[src/rtl/arr_mul_8_pipe.sv]
// arr_mul_8_pipe: unsigned 8x8 array multiplier with a registered input stage
// and a registered output stage, giving a 2-cycle latency and one product per
// cycle. The partial products are reduced by explicit rows of ripple adders.
// A valid flag moves through the pipeline alongside the data.
//
// Optional build macro: ARR_MUL_MID_PIPE_EN
//   When defined, a register stage is inserted after array row 3. Latency
//   becomes 3 cycles, throughput stays at one product per cycle, and the
//   product values are unchanged.
//
// Handshake: in_valid qualifies A/B in the cycle they are sampled. out_valid
// qualifies out, which is registered on every cycle. There is no ready and no
// backpressure.
module arr_mul_8_pipe (
  input  logic        clk,
  input  logic        rst_n,
  input  logic        in_valid,
  input  logic [7:0]  A,
  input  logic [7:0]  B,
  output logic [15:0] out,
  output logic        out_valid
);

  // One adder row. x is the partial product for this row. y is the previous
  // row's {carry, sum[7:1]}. Bit 0 is a half adder and bits 1..7 are full
  // adders. The result is {carry_out, sum[7:0]}.
  function automatic logic [8:0] row_add(input logic [7:0] x,
                                         input logic [7:0] y);
    logic [7:0] s;
    logic [8:0] c;
    s    = 8'h00;
    c    = 9'h000;
    s[0] = x[0] ^ y[0];
    c[1] = x[0] & y[0];
    for (int k = 1; k < 8; k++) begin
      s[k]   = x[k] ^ y[k] ^ c[k];
      c[k+1] = (x[k] & y[k]) | (c[k] & (x[k] ^ y[k]));
    end
    return {c[8], s};
  endfunction

  // Input stage registers
  logic [7:0]  r_a_q;
  logic [7:0]  r_b_q;
  logic        r_v_q;

  // Front array rows 0..3, computed from the input stage
  logic [8:0]  w_row0;
  logic [8:0]  w_row1;
  logic [8:0]  w_row2;
  logic [8:0]  w_row3;
  logic [3:0]  w_lo_f;

  // Values seen by rows 4..7. These are registered or passed straight through.
  logic [8:0]  w_row3_b;
  logic [3:0]  w_lo_b;
  logic [7:0]  w_a_b;
  logic [3:0]  w_bh_b;
  logic        w_v_b;

  // Back array rows 4..7 and the final product
  logic [8:0]  w_row4;
  logic [8:0]  w_row5;
  logic [8:0]  w_row6;
  logic [8:0]  w_row7;
  logic [15:0] w_product;

  // Output stage registers
  logic [15:0] r_out;
  logic        r_out_valid;

  // Input stage captures on every edge. Downstream logic ignores A/B when in_valid is low.
  always_ff @(posedge clk or negedge rst_n) begin
    if (!rst_n) begin
      r_a_q <= 8'h00;
      r_b_q <= 8'h00;
      r_v_q <= 1'b0;
    end else begin
      r_a_q <= A;
      r_b_q <= B;
      r_v_q <= in_valid;
    end
  end

  // Rows 0..3. Row 0 is the bare partial product and has no carry.
  always_comb begin
    w_row0 = {1'b0, r_a_q & {8{r_b_q[0]}}};
    w_row1 = row_add(r_a_q & {8{r_b_q[1]}}, w_row0[8:1]);
    w_row2 = row_add(r_a_q & {8{r_b_q[2]}}, w_row1[8:1]);
    w_row3 = row_add(r_a_q & {8{r_b_q[3]}}, w_row2[8:1]);
    w_lo_f = {w_row3[0], w_row2[0], w_row1[0], w_row0[0]};
  end

`ifdef ARR_MUL_MID_PIPE_EN
  logic [8:0]  r_m_row3;
  logic [3:0]  r_m_lo;
  logic [7:0]  r_m_a;
  logic [3:0]  r_m_bh;
  logic        r_m_v;

  // Mid stage holds the row-3 running sum, the product bits already
  // settled, the operand bits that rows 4..7 still need, and the valid flag.
  always_ff @(posedge clk or negedge rst_n) begin
    if (!rst_n) begin
      r_m_row3 <= 9'h000;
      r_m_lo   <= 4'h0;
      r_m_a    <= 8'h00;
      r_m_bh   <= 4'h0;
      r_m_v    <= 1'b0;
    end else begin
      r_m_row3 <= w_row3;
      r_m_lo   <= w_lo_f;
      r_m_a    <= r_a_q;
      r_m_bh   <= r_b_q[7:4];
      r_m_v    <= r_v_q;
    end
  end

  assign w_row3_b = r_m_row3;
  assign w_lo_b   = r_m_lo;
  assign w_a_b    = r_m_a;
  assign w_bh_b   = r_m_bh;
  assign w_v_b    = r_m_v;
`else
  assign w_row3_b = w_row3;
  assign w_lo_b   = w_lo_f;
  assign w_a_b    = r_a_q;
  assign w_bh_b   = r_b_q[7:4];
  assign w_v_b    = r_v_q;
`endif

  // Rows 4..7. The last row supplies product[15:7].
  always_comb begin
    w_row4    = row_add(w_a_b & {8{w_bh_b[0]}}, w_row3_b[8:1]);
    w_row5    = row_add(w_a_b & {8{w_bh_b[1]}}, w_row4[8:1]);
    w_row6    = row_add(w_a_b & {8{w_bh_b[2]}}, w_row5[8:1]);
    w_row7    = row_add(w_a_b & {8{w_bh_b[3]}}, w_row6[8:1]);
    w_product = {w_row7, w_row6[0], w_row5[0], w_row4[0], w_lo_b};
  end

  // Output stage registers the product on every cycle and carries the valid flag.
  always_ff @(posedge clk or negedge rst_n) begin
    if (!rst_n) begin
      r_out       <= 16'h0000;
      r_out_valid <= 1'b0;
    end else begin
      r_out       <= w_product;
      r_out_valid <= w_v_b;
    end
  end

  assign out       = r_out;
  assign out_valid = r_out_valid;

endmodule

[config.mk]
export PLATFORM = sky130hd
export DESIGN_NAME = arr_mul_8_pipe
export DESIGN_NICKNAME = d
export VERILOG_FILES = /design/src/rtl/arr_mul_8_pipe.sv
export SDC_FILE = /design/constraint.sdc
export NUM_CORES = 1
export LEC_CHECK = 0
export BUFFER_PORTS_ARGS = -buffer_cell sky130_fd_sc_hd__buf_2
export CORE_MARGIN = 3
export CORE_UTILIZATION = 25
export DETAILED_ROUTE_END_ITERATION = 12
export GPL_ROUTABILITY_DRIVEN = 0
export PLACE_DENSITY_LB_ADDON = 0.2
export SETUP_SLACK_MARGIN = 0.4
export SLEW_MARGIN = 20
export SYNTH_ARGS = -nofsm -noshare
export SYNTH_HDL_FRONTEND = slang
export SYNTH_SLANG_ARGS = --single-unit
[constraint.sdc]
create_clock -name clk -period 11.4 [get_ports clk]
set_clock_uncertainty 0.15 [all_clocks]
set_input_delay 2.28 -clock clk [delete_from_list [all_inputs] [get_ports clk]]
set_output_delay 2.28 -clock clk [all_outputs]
set_load 0.05 [all_outputs]
## Word level (Yosys, flattened, before mapping)

Cells that the tools add are included.

- Register bits: 34
- Output and inout bits: 17
- Word-level logic and storage cells: 269

- Bitwise operators: 264

Operators by type and width:

| operator | number |
|---|---|
| $and A1 B1 Y1 | 104 |
| $xor A1 B1 Y1 | 104 |
| $and A8 B8 Y8 | 8 |
| $or A1 B1 Y1 | 48 |

## Logic depth before layout (Yosys ltp)

Gate-level depths: netlist (run 1).

- Word-level depth: 40
- Depth in mapped cells: 33
- Mapped depth without buffers: 33

## Worst setup path before layout (run 1)

Ideal clock, no wire load.

- Kind: reg-to-reg
- From: register r_b_q[0]
- To: register r_out[14], in the netlist out[14]
- Setup time: 0.135 ns
- Data arrival time: 9.254 ns
- Slack: 1.860 ns
- Stages on the path, launching flop included: 24
- Path buffers: 0
- Clock period less this slack: 9.540 ns
- Cells stage by stage: dfrtp_1 > and2_1 > ha_1 > fa_1 > inv_1 > fa_1 > fa_1 > fa_1 > fa_1 > fa_1 > fa_1 > fa_1 > fa_1 > fa_1 > fa_1 > fa_1 > fa_1 > fa_1 > fa_1 > fa_1 > fa_1 > fa_1 > inv_1 > fa_1

- Word-level cells in the longest chain between the ends: 39
- Elaborated cells on any way between the ends: 241

RTL lines:

| element | RTL line | source |
|---|---|---|
| from (decl) | 44 | `logic [7:0] r_b_q;` |
| from (signal assigned) | 76 | `r_b_q <= 8'h00;` |
| from (signal assigned) | 80 | `r_b_q <= B;` |
| $and A8 B8 Y8 * | 87 | `w_row0 = {1'b0, r_a_q & {8{r_b_q[0]}}};` |
| $and A1 B1 Y1 or $xor A1 B1 Y1 (tied branches) | 34, 36, 37 |  |
| $and A1 B1 Y1 | 37 | `c[k+1] = (x[k] & y[k]) \| (c[k] & (x[k] ^ y[k]));` |
| $or A1 B1 Y1 | 37 |  |
| $and A1 B1 Y1 or $xor A1 B1 Y1 (tied branches) | 37, 36 |  |
| $or A1 B1 Y1 or $xor A1 B1 Y1 (tied branches) | 37, 36 |  |
| $and A1 B1 Y1 or $xor A1 B1 Y1 (tied branches) | 37, 36 |  |
| $or A1 B1 Y1 or $xor A1 B1 Y1 (tied branches) | 37, 36 |  |
| [24 not listed] | n/a |  |
| $and A1 B1 Y1 or $xor A1 B1 Y1 (tied branches) | 37, 36 |  |
| $or A1 B1 Y1 or $xor A1 B1 Y1 (tied branches) | 37 |  |
| $and A1 B1 Y1 or $xor A1 B1 Y1 (tied branches) | 37, 36 |  |
| $or A1 B1 Y1 or $xor A1 B1 Y1 (tied branches) | 37 |  |
| $and A1 B1 Y1 | 37 |  |
| $or A1 B1 Y1 | 37 |  |
| $xor A1 B1 Y1 * | 36 | `s[k] = x[k] ^ y[k] ^ c[k];` |
| net w_product[14] | 66 | `logic [15:0] w_product;` |
| to (signal assigned) | 147 | `r_out <= w_product;` |
| to (decl) | 69 | `logic [15:0] r_out;` |

The timed path passes the listed nets; every way through them passes the cells marked *.

## Worst setup path after layout (run 1)

Same ends and word-level chain as after synthesis.

==> metrics.cfg, run 1 <==
[setup_path]
r2r_cells = 23
startpoint_type = flop
worstSetupPathType = reg2reg
endpoint_kind = flop
required_ps = 11410
critical_path.max_fanout = 8
arrival_ps = 9730

[logic_synthesis]
syn-cell-area_sq_um = 2313
yosys.area.top_type_share = 0.4154
synth.area.top_cells = fa_1 42%, dfrtp_1 37%, nand2_1 7.3%, and2_1 5.1%, ha_1 4.3%
ys_types = 7
ys_ff_latch = 34
synthArstFlopShare = 1.000
synth_commonest_cells = 48 x fa_1, 45 x nand2_1, 34 x dfrtp_1, 25 x inv_1, 19 x and2_1
syn_inst = 183
yosysMostFrequentCell = fa_1
ys_seq_area_frac = 0.3678
yosys_most_used_dff = dfrtp_1
yosysTopAreaCell = fa_1
syn-num-nets = 258
synth_edf_count = 0
ys_warn_count = 0
avgSynthCellArea_sq_um = 12.64

[global_routing]
grtUsageMet3 = 0.02662
top_usage_layer = met2
track_usage = 0.08665
grtUsageMet2 = 0.1519
grt.overflow.total = 0
antenna_found_initial = 0
groute.layer.met1.usage = 0.1016
grt_max_degree = 35
first_global_vias = 1559
grt_pass1_wl_mm = 7.113

[die]
ios = 36
dieArea_sq_um = 10440
fp.dieH_um = 102.2
rows = 34
die_x_um = 102.2
start_util = 0.2615
core-area_sq_um = 8848

[cts]
post_cts_buffers = 0
cts_resized = 0
clk_pin_slew_ps = 70
htree_levels = 2
cts.sinks = 34
clkLatencyLatePin_ps = 280
cts_inserted_buffers = 5
cts_tree = yes
clockRootBuffer = clkbuf_8
clock_path_buffers = 2
holdBufCountCts = 0

[place]
post_dp_cell_area_sq_um = 2604
hpwlAfterDp_mm = 3.048
port_buffers = 35

[power]
p_leak_nw = 1.212
ir_worst_vdd_uv = 68.06
power_density_nw_per_um2 = 249.4

[layout]
syn_to_final_growth_pct = 16.50
nNetsFinal = 296
final_area_sq_um = 2695
num-fill-cells = 926
drive_above_1_share = 0.1892
diodes = 0

[sta]
worst_pin_slew_ps = 766.4
rsz0062_at_grt = no
fin_crit_ps = 9716
setup_violations = 0
maxSlewHeadroom = 0.4890
finalCritPeriodShare = 0.8523
fmax_ghz = 0.1029
slew_viol_final = 0
hold_viol = 0
tns_ps = 0

[flow_run]
cap_viol_max_count = 0

[min_path]
whs_path_depth = 0
hold_class = reg2reg

[routing]
drc = 0
dr.first_iter.drc_count = 22
vias_per_cell = 3.915
first_pass_iters = 4
vias = 1292
wl_per_cell_um = 11.04
wl_mm = 3.643
antenna_left = 0

[run_status]
outcome = finished, final reports clean

[worst paths after layout]
path / start / end / slack, ps
max in group asynchronous: rst_n / r_b_q[1] / 8700
setup / recovery: r_b_q[0] / out[14] / 1680
setup reg to reg: r_b_q[0] / out[14] / 1680
hold reg to reg: r_v_q / out_valid / 200
hold / removal: r_v_q / out_valid / 200
min in group asynchronous: rst_n / out[4] / 1920
[critical path: stages, from the launching register on]
cell,delay [ps]
dfrtp_1,460
and2_1,200
ha_1,210
fa_1,410
inv_1,80
fa_1,410
fa_1,430
fa_1,460
fa_1,460
fa_1,460
fa_1,460
fa_1,520
fa_1,430
fa_1,500
fa_1,520
fa_1,510
fa_1,520
fa_1,440
fa_1,380
fa_1,380
fa_1,380
fa_1,360
inv_1,70
fa_1,390
[placed cells by master (no fill, tap or decap)]
cell and n:
clkinv_2 1, buf_2 35, dfrtp_1 34, and2_1 19
ha_1 8, clkbuf_1 1, fa_1 48, inv_1 25
clkbuf_8 6, nand2_1 45
[state kept, by name (all words and copies together) (netlist names)]
register,count
out_valid,1
r_b_q,8
out,16
r_a_q,8
r_v_q,1
[power by group]
| part | internal [mW] | switching [mW] | leakage (nW) |
|---|---|---|---|
| registers | 0.155 | 0.0105 | 0.401 |
| clock network | 0.0488 | 0.0440 | 0.0482 |
| logic | 0.160 | 0.254 | 0.762 |
| total | 0.364 | 0.308 | 1.21 |
[cell families (layout without fill, tap and decap cells)]
| group | count (synthesis) | after routing | share of synthesized area |
|---|---|---|---|
| adders and majority gates | 56 | 56 | 0.4586 |
| buffers and inverters | 29 | 68 | 0.04922 |
| DFF | 34 | 34 | 0.3678 |
| and+or+nand+nor | 64 | 64 | 0.1244 |
[metrics by stage]
stage	power [mW]	util	hold WS [ps]	worst slack (ps)	instances
final	0.6720	0.3046	199.6	1684	330
after global routing	0.7631	0.3046	210.9	1227	330
after CTS	0.7015	0.3046	204.6	1591	330
after detailed placement	0.6029	0.2943	186.5	1609	322
after global placement	0.5988	0.2943	183.1	1632	322
after floorplan	0.5101	-	181.2	1860	183
[routing by layer]
metal / share of wire / vias to the layer above / wire length, um
li1: - / 604 / -
met1: 0.39 / 662 / 1427
met2: 0.54 / 21 / 1955
met3: 0.057 / 5 / 208
met4: 0.014 / 0 / 51
met5: 0 / - / 0
[layout make-up]
class                           count  area [sq um]  area share
Clock buffer                        7         86.33     0.03203
Clock inverter                      1         5.005    0.001857
Inverter                           25         93.84     0.03482
Multi-Input combinational cell    120          1349      0.5005
Sequential cell                    34         850.8      0.3157
Tap cell                          108         135.1     0.05014
Timing Repair Buffer               35         175.2     0.06500
(Power assumes the default switching activity.)
==> run 2: changes to the inputs <==
ABC_AREA = 1   (was default)
CORE_UTILIZATION = 55   (was 25)
SLEW_MARGIN = 30   (was 20)
==> metrics.cfg, run 2 <==
[run_status]
outcome = finished, final reports clean

[sta]
maxSlewHeadroom = 0.5204  ; +0.03141
tns_ps = 0  ; unchanged
rsz0062_at_grt = no
hold_viol = 0  ; unchanged
fin_crit_ps = 9841  ; +124.4 ps
setup_violations = 0  ; unchanged
finalCritPeriodShare = 0.8632  ; +0.01091
fmax_ghz = 0.1016  ; -1.3%
worst_pin_slew_ps = 719.3  ; -47.11 ps
slew_viol_final = 0  ; unchanged

[setup_path]
startpoint_type = flop
rrSetupSlack_ps = 1560  ; -120 ps
endpoint_kind = flop
cp-startpoint = r_b_q[0]
required_ps = 11400  ; about the same
r2r_start = r_b_q[0]
worstSetupPathType = reg2reg
arrival_ps = 9840  ; +110 ps
r2r_cells = 24  ; +4.3%
timing.rr.end = out[14]
critical_path.max_fanout = 8  ; unchanged

[logic_synthesis]
synth_xor_area_frac = 0  ; unchanged
syn-num-nets = 289  ; +12%
synth.area.top_cells = fa_1 39%, dfrtp_1 34%, nand2_1 9.7%, inv_1 6.7%, buf_6 5.4%
synth_top_family_by_area = adder cells
synth_commonest_cells = 64 x nand2_1, 48 x fa_1, 44 x inv_1, 34 x dfrtp_1, 12 x buf_6
ys_types = 7  ; unchanged
ys_ff_latch = 34  ; unchanged
yosys_most_used_dff = dfrtp_1
yosysMostFrequentCell = nand2_1
synthArstFlopShare = 1.000  ; unchanged
syn-cell-area_sq_um = 2482  ; +7.3%
synth-simple-area-share = 0.09677  ; -0.02762
yosysTopAreaCell = fa_1
synth_compound_area_frac = 0  ; unchanged
synth_edf_count = 0  ; unchanged
synthAdderAreaFrac = 0.4274  ; -0.03121
yosys.area.top_type_share = 0.3871  ; -0.02826
muxShareOfSynthArea = 0  ; unchanged
ys_warn_count = 0  ; unchanged
syn_inst = 214  ; +17%
avgSynthCellArea_sq_um = 11.60  ; -8.2%
ys_seq_area_frac = 0.3427  ; -0.02502

[min_path]
holdPathEnd = out_valid
hold_class = reg2reg
whs_path_depth = 0  ; unchanged
min_from = r_v_q

[routing]
antenna_left = 0  ; unchanged
wl_per_cell_um = 13.03  ; +18%
dr.first_iter.drc_count = 27  ; +23%
vias_per_cell = 4.729  ; +21%
first_pass_iters = 4  ; unchanged
vias = 1376  ; +6.5%
drc = 0  ; unchanged
wl_mm = 3.792  ; +4.1%

[die]
core-area_sq_um = 4173  ; -53%
dieArea_sq_um = 5355  ; -49%
die_x_um = 73.18  ; -28%
start_util = 0.5949  ; +0.3334
fp.dieH_um = 73.18  ; -28%
ios = 36  ; unchanged
rows = 23  ; -32%

[flow_run]
cap_viol_max_count = 0  ; unchanged

[layout]
final_util = 0.6342  ; +0.3296
largest_reg_flops = 16  ; unchanged
nNetsFinal = 315  ; +6.4%
diodes = 0  ; unchanged
num-fill-cells = 350  ; -62%
layout_commonest_cell = nand2_1
drive_above_1_share = 0.1743  ; -0.01492
fin_cells = 291  ; -12%
final_area_sq_um = 2646  ; -1.8%
layout_common_cells = 64 x nand2_1, 48 x fa_1, 44 x inv_1
syn_to_final_growth_pct = 6.603

[place]
port_buffers = 35  ; unchanged
dp.cells = 283  ; -12%
hpwlAfterDp_mm = 3.216  ; +5.5%
post_dp_cell_area_sq_um = 2555  ; -1.9%

[cts]
cts.sinks = 34  ; unchanged
clkLatencyLatePin_ps = 280  ; about the same
clockRootBuffer = clkbuf_8
post_cts_buffers = 0  ; unchanged
cts_resized = 0  ; unchanged
clock_path_buffers = 2  ; unchanged
holdBufCountCts = 0  ; unchanged
cts_tree = yes
htree_levels = 2  ; unchanged
cts_inserted_buffers = 5  ; unchanged
clk_pin_slew_ps = 70  ; about the same

[global_routing]
antenna_found_initial = 0  ; unchanged
grt.overflow.total = 0  ; unchanged
grt_pass1_wl_mm = 6.693  ; -5.9%
grt_max_degree = 35  ; unchanged
track_usage = 0.1718  ; +0.08519
first_global_vias = 1530  ; -1.9%

[power]
power_density_nw_per_um2 = 263.7  ; +5.7%
ir_worst_vdd_uv = 212.9  ; +210%
power_mw = 0.6977  ; +3.8%
p_leak_nw = 1.352  ; +12%

[run 2: worst max-delay path by stage]
stage / to / slack [ps] / cells past startpoint
after floorplan: out[14] / 1880 / 25
after global placement: out[14] / 1670 / 24
after detailed placement: out[14] / 1490 / 24
after CTS: out[14] / 1470 / 24
after global routing: out[14] / 1210 / 24
final: out[14] / 1560 / 24
[run 2: area by class of cell]
cell class              count  area, sq um  share of cell area
inverters                  44        165.2             0.06241
well taps                  50        62.56             0.02364
clock inverters             1        5.005            0.001891
multi-input cells         120         1301              0.4917
clock buffers               7        86.33             0.03262
flip-flops and latches     34        850.8              0.3215
repair buffers             35        175.2             0.06619
[run 2: routing by layer]
| metal | share of wire | vias up | track usage | wire, um |
|---|---|---|---|---|
| met4 | 0.017 | 0 | 0.05943 | 65 |
| met5 | 0 | - | 0 | 0 |
| li1 | - | 642 | - | - |
| met2 | 0.56 | 30 | 0.3088 | 2136 |
| met1 | 0.37 | 697 | 0.1960 | 1418 |
| met3 | 0.045 | 7 | 0.04545 | 172 |
[run 2: per-stage QoR]
step / hold WS [ps] / setup WS, ps
floorplan: 181.2 / 1880
global placement: 182.9 / 1670
detailed placement: 218.6 / 1487
CTS: 236.7 / 1474
global route: 235.4 / 1214
finish: 230.1 / 1559
[run 2: worst max-delay path, stage by stage (launching register included)]
cell and delay, ps:
dfrtp_1 470, nand2_1 110, inv_1 40, ha_1 210, fa_1 420, inv_1 90
fa_1 410, fa_1 440, fa_1 500, fa_1 470, fa_1 470, fa_1 480
fa_1 510, fa_1 430, fa_1 500, fa_1 530, fa_1 520, fa_1 440
fa_1 390, fa_1 390, fa_1 480, fa_1 420, fa_1 360, inv_1 80
fa_1 410
[run 2: kinds of logic (layout without fill, tap and decap cells)]
group / count (synthesis) / after routing
simple gates: 64 / 64
buf+inv: 60 / 87
fa+ha+maj: 56 / 56
flops: 34 / 34
[run 2: report_power, final]
part           switching, mW  internal (mW)  leakage, nW
clock                 0.0410         0.0487       0.0482
combinational          0.272          0.169        0.902
sequential            0.0116          0.155        0.401
total                  0.325          0.373         1.35
==> run 3: changes to the inputs <==
--- a/config.mk
+++ b/config.mk
@@ -10,4 +10,5 @@
 export CORE_MARGIN = 3
 export CORE_UTILIZATION = 55
+export CTS_BUF_LIST = sky130_fd_sc_hd__clkbuf_8
 export DETAILED_ROUTE_END_ITERATION = 12
 export GPL_ROUTABILITY_DRIVEN = 0
--- a/constraint.sdc
+++ b/constraint.sdc
@@ -3,3 +3,3 @@
 set_input_delay 2.28 -clock clk [delete_from_list [all_inputs] [get_ports clk]]
 set_output_delay 2.28 -clock clk [all_outputs]
-set_load 0.05 [all_outputs]
+set_load 0.1 [all_outputs]
==> metrics.cfg, run 3 (synthesis results as in run 2) <==
[run_status]
outcome = finished, final reports clean

[setup_path]
startpoint_type = flop
endpoint_kind = flop
arrival_ps = 9840  ; about the same
required_ps = 11400  ; about the same
critical_path.max_fanout = 8  ; unchanged
worstSetupPathType = reg2reg

[routing]
first_pass_iters = 4  ; unchanged
antenna_left = 0  ; unchanged
dr.first_iter.drc_count = 27  ; unchanged
wl_per_cell_um = 13.04  ; about the same
vias = 1376  ; unchanged
drc = 0  ; unchanged
wl_mm = 3.795  ; about the same
vias_per_cell = 4.729  ; unchanged

[die]
core-area_sq_um = 4173  ; unchanged
fp.dieH_um = 73.18  ; unchanged
die_x_um = 73.18  ; unchanged
dieArea_sq_um = 5355  ; unchanged
start_util = 0.5949  ; unchanged
rows = 23  ; unchanged
ios = 36  ; unchanged

[global_routing]
grt_pass1_wl_mm = 6.693  ; unchanged
first_global_vias = 1530  ; unchanged
grt.overflow.total = 0  ; unchanged
antenna_found_initial = 0  ; unchanged
grt_max_degree = 35  ; unchanged
track_usage = 0.1718  ; unchanged

[cts]
clock_path_buffers = 2  ; unchanged
cts_inserted_buffers = 5  ; unchanged
clockRootBuffer = clkbuf_8
post_cts_buffers = 0  ; unchanged
clkLatencyLatePin_ps = 280  ; about the same
holdBufCountCts = 0  ; unchanged
clk_pin_slew_ps = 70  ; about the same
cts_resized = 0  ; unchanged
htree_levels = 2  ; unchanged
cts.sinks = 34  ; unchanged
cts_tree = yes

[sta]
worst_pin_slew_ps = 721.1  ; +1.803 ps
fmax_ghz = 0.1016  ; unchanged
hold_viol = 0  ; unchanged
maxSlewHeadroom = 0.5192  ; -0.001202
slew_viol_final = 0  ; unchanged
rsz0062_at_grt = no
worst_slack_ps = 1559  ; unchanged
setup_violations = 0  ; unchanged
finalCritPeriodShare = 0.8632  ; unchanged
fin_crit_ps = 9841  ; unchanged
tns_ps = 0  ; unchanged

[layout]
syn_to_final_growth_pct = 6.603  ; unchanged
layout_common_cells = 64 x nand2_1, 48 x fa_1, 45 x inv_1
layout_commonest_cell = nand2_1
largest_reg_flops = 16  ; unchanged
nNetsFinal = 315  ; unchanged
diodes = 0  ; unchanged
drive_above_1_share = 0.1743  ; unchanged

[place]
port_buffers = 35  ; unchanged
dp_slack_ps = 1487  ; unchanged
hpwlAfterDp_mm = 3.216  ; unchanged

[min_path]
hold_class = reg2reg

[flow_run]
cap_viol_max_count = 0  ; unchanged

[run 3: changes by cell type in the layout (fill, tap and decap cells not counted), sizes merged]
cell / delta
inv: +1
clkbuf: -1
[run 3: worst paths after layout]
path	from	end	slack (ps)	depth (start not counted)
max in group asynchronous	rst_n	out_valid	8740	1
min in group asynchronous	rst_n	out[0]	1900	1
worst min register to register	r_v_q	out_valid	230	0
worst max-delay path	r_b_q[0]	out[14]	1560	24
worst max register to register	r_b_q[0]	out[14]	1560	24
worst min-delay path	r_v_q	out_valid	230	0
[run 3: per-layer routing]
metal,part of all wire,vias up,global-route usage
li1,-,642,-
met1,0.37,697,0.1960
met2,0.56,30,0.3088
met3,0.045,7,0.04545
met4,0.017,0,0.05943
met5,0,-,0
[run 3: cell type report]
cell class                 count  area [sq um]
clock buffer                   6         82.58
clock inverter                 2         8.758
fill                         350          1526
inverter                      44         165.2
multi-input combinational    120          1301
sequential                    34         850.8
tap                           50         62.56
timing repair buffer          35         175.2
[run 3: worst max-delay path, stage by stage, from the launching register on]
cell and delay, ps:
dfrtp_1 470, nand2_1 110, inv_1 40, ha_1 210
fa_1 420, inv_1 90, fa_1 410, fa_1 440
fa_1 500, fa_1 470, fa_1 470, fa_1 480
fa_1 510, fa_1 430, fa_1 500, fa_1 530
fa_1 520, fa_1 440, fa_1 390, fa_1 390
fa_1 480, fa_1 420, fa_1 360, inv_1 80
fa_1 410
[run 3: per-stage QoR]
step	area (sq um)	util	std cells	hold WS (ps)
2_1_floorplan	2482	-	214	181.2
3_3_place_gp	2555	0.6123	283	182.9
3_5_place_dp	2555	0.6123	283	218.6
4_1_cts	2646	0.6342	291	236.7
5_1_grt	2646	0.6342	291	235.4
6_report	2646	0.6342	291	230.1
Power of run 3 is left out: the tool's default activity adds up to more than one toggle a clock period on the data nets, which glitch-free logic cannot reach.
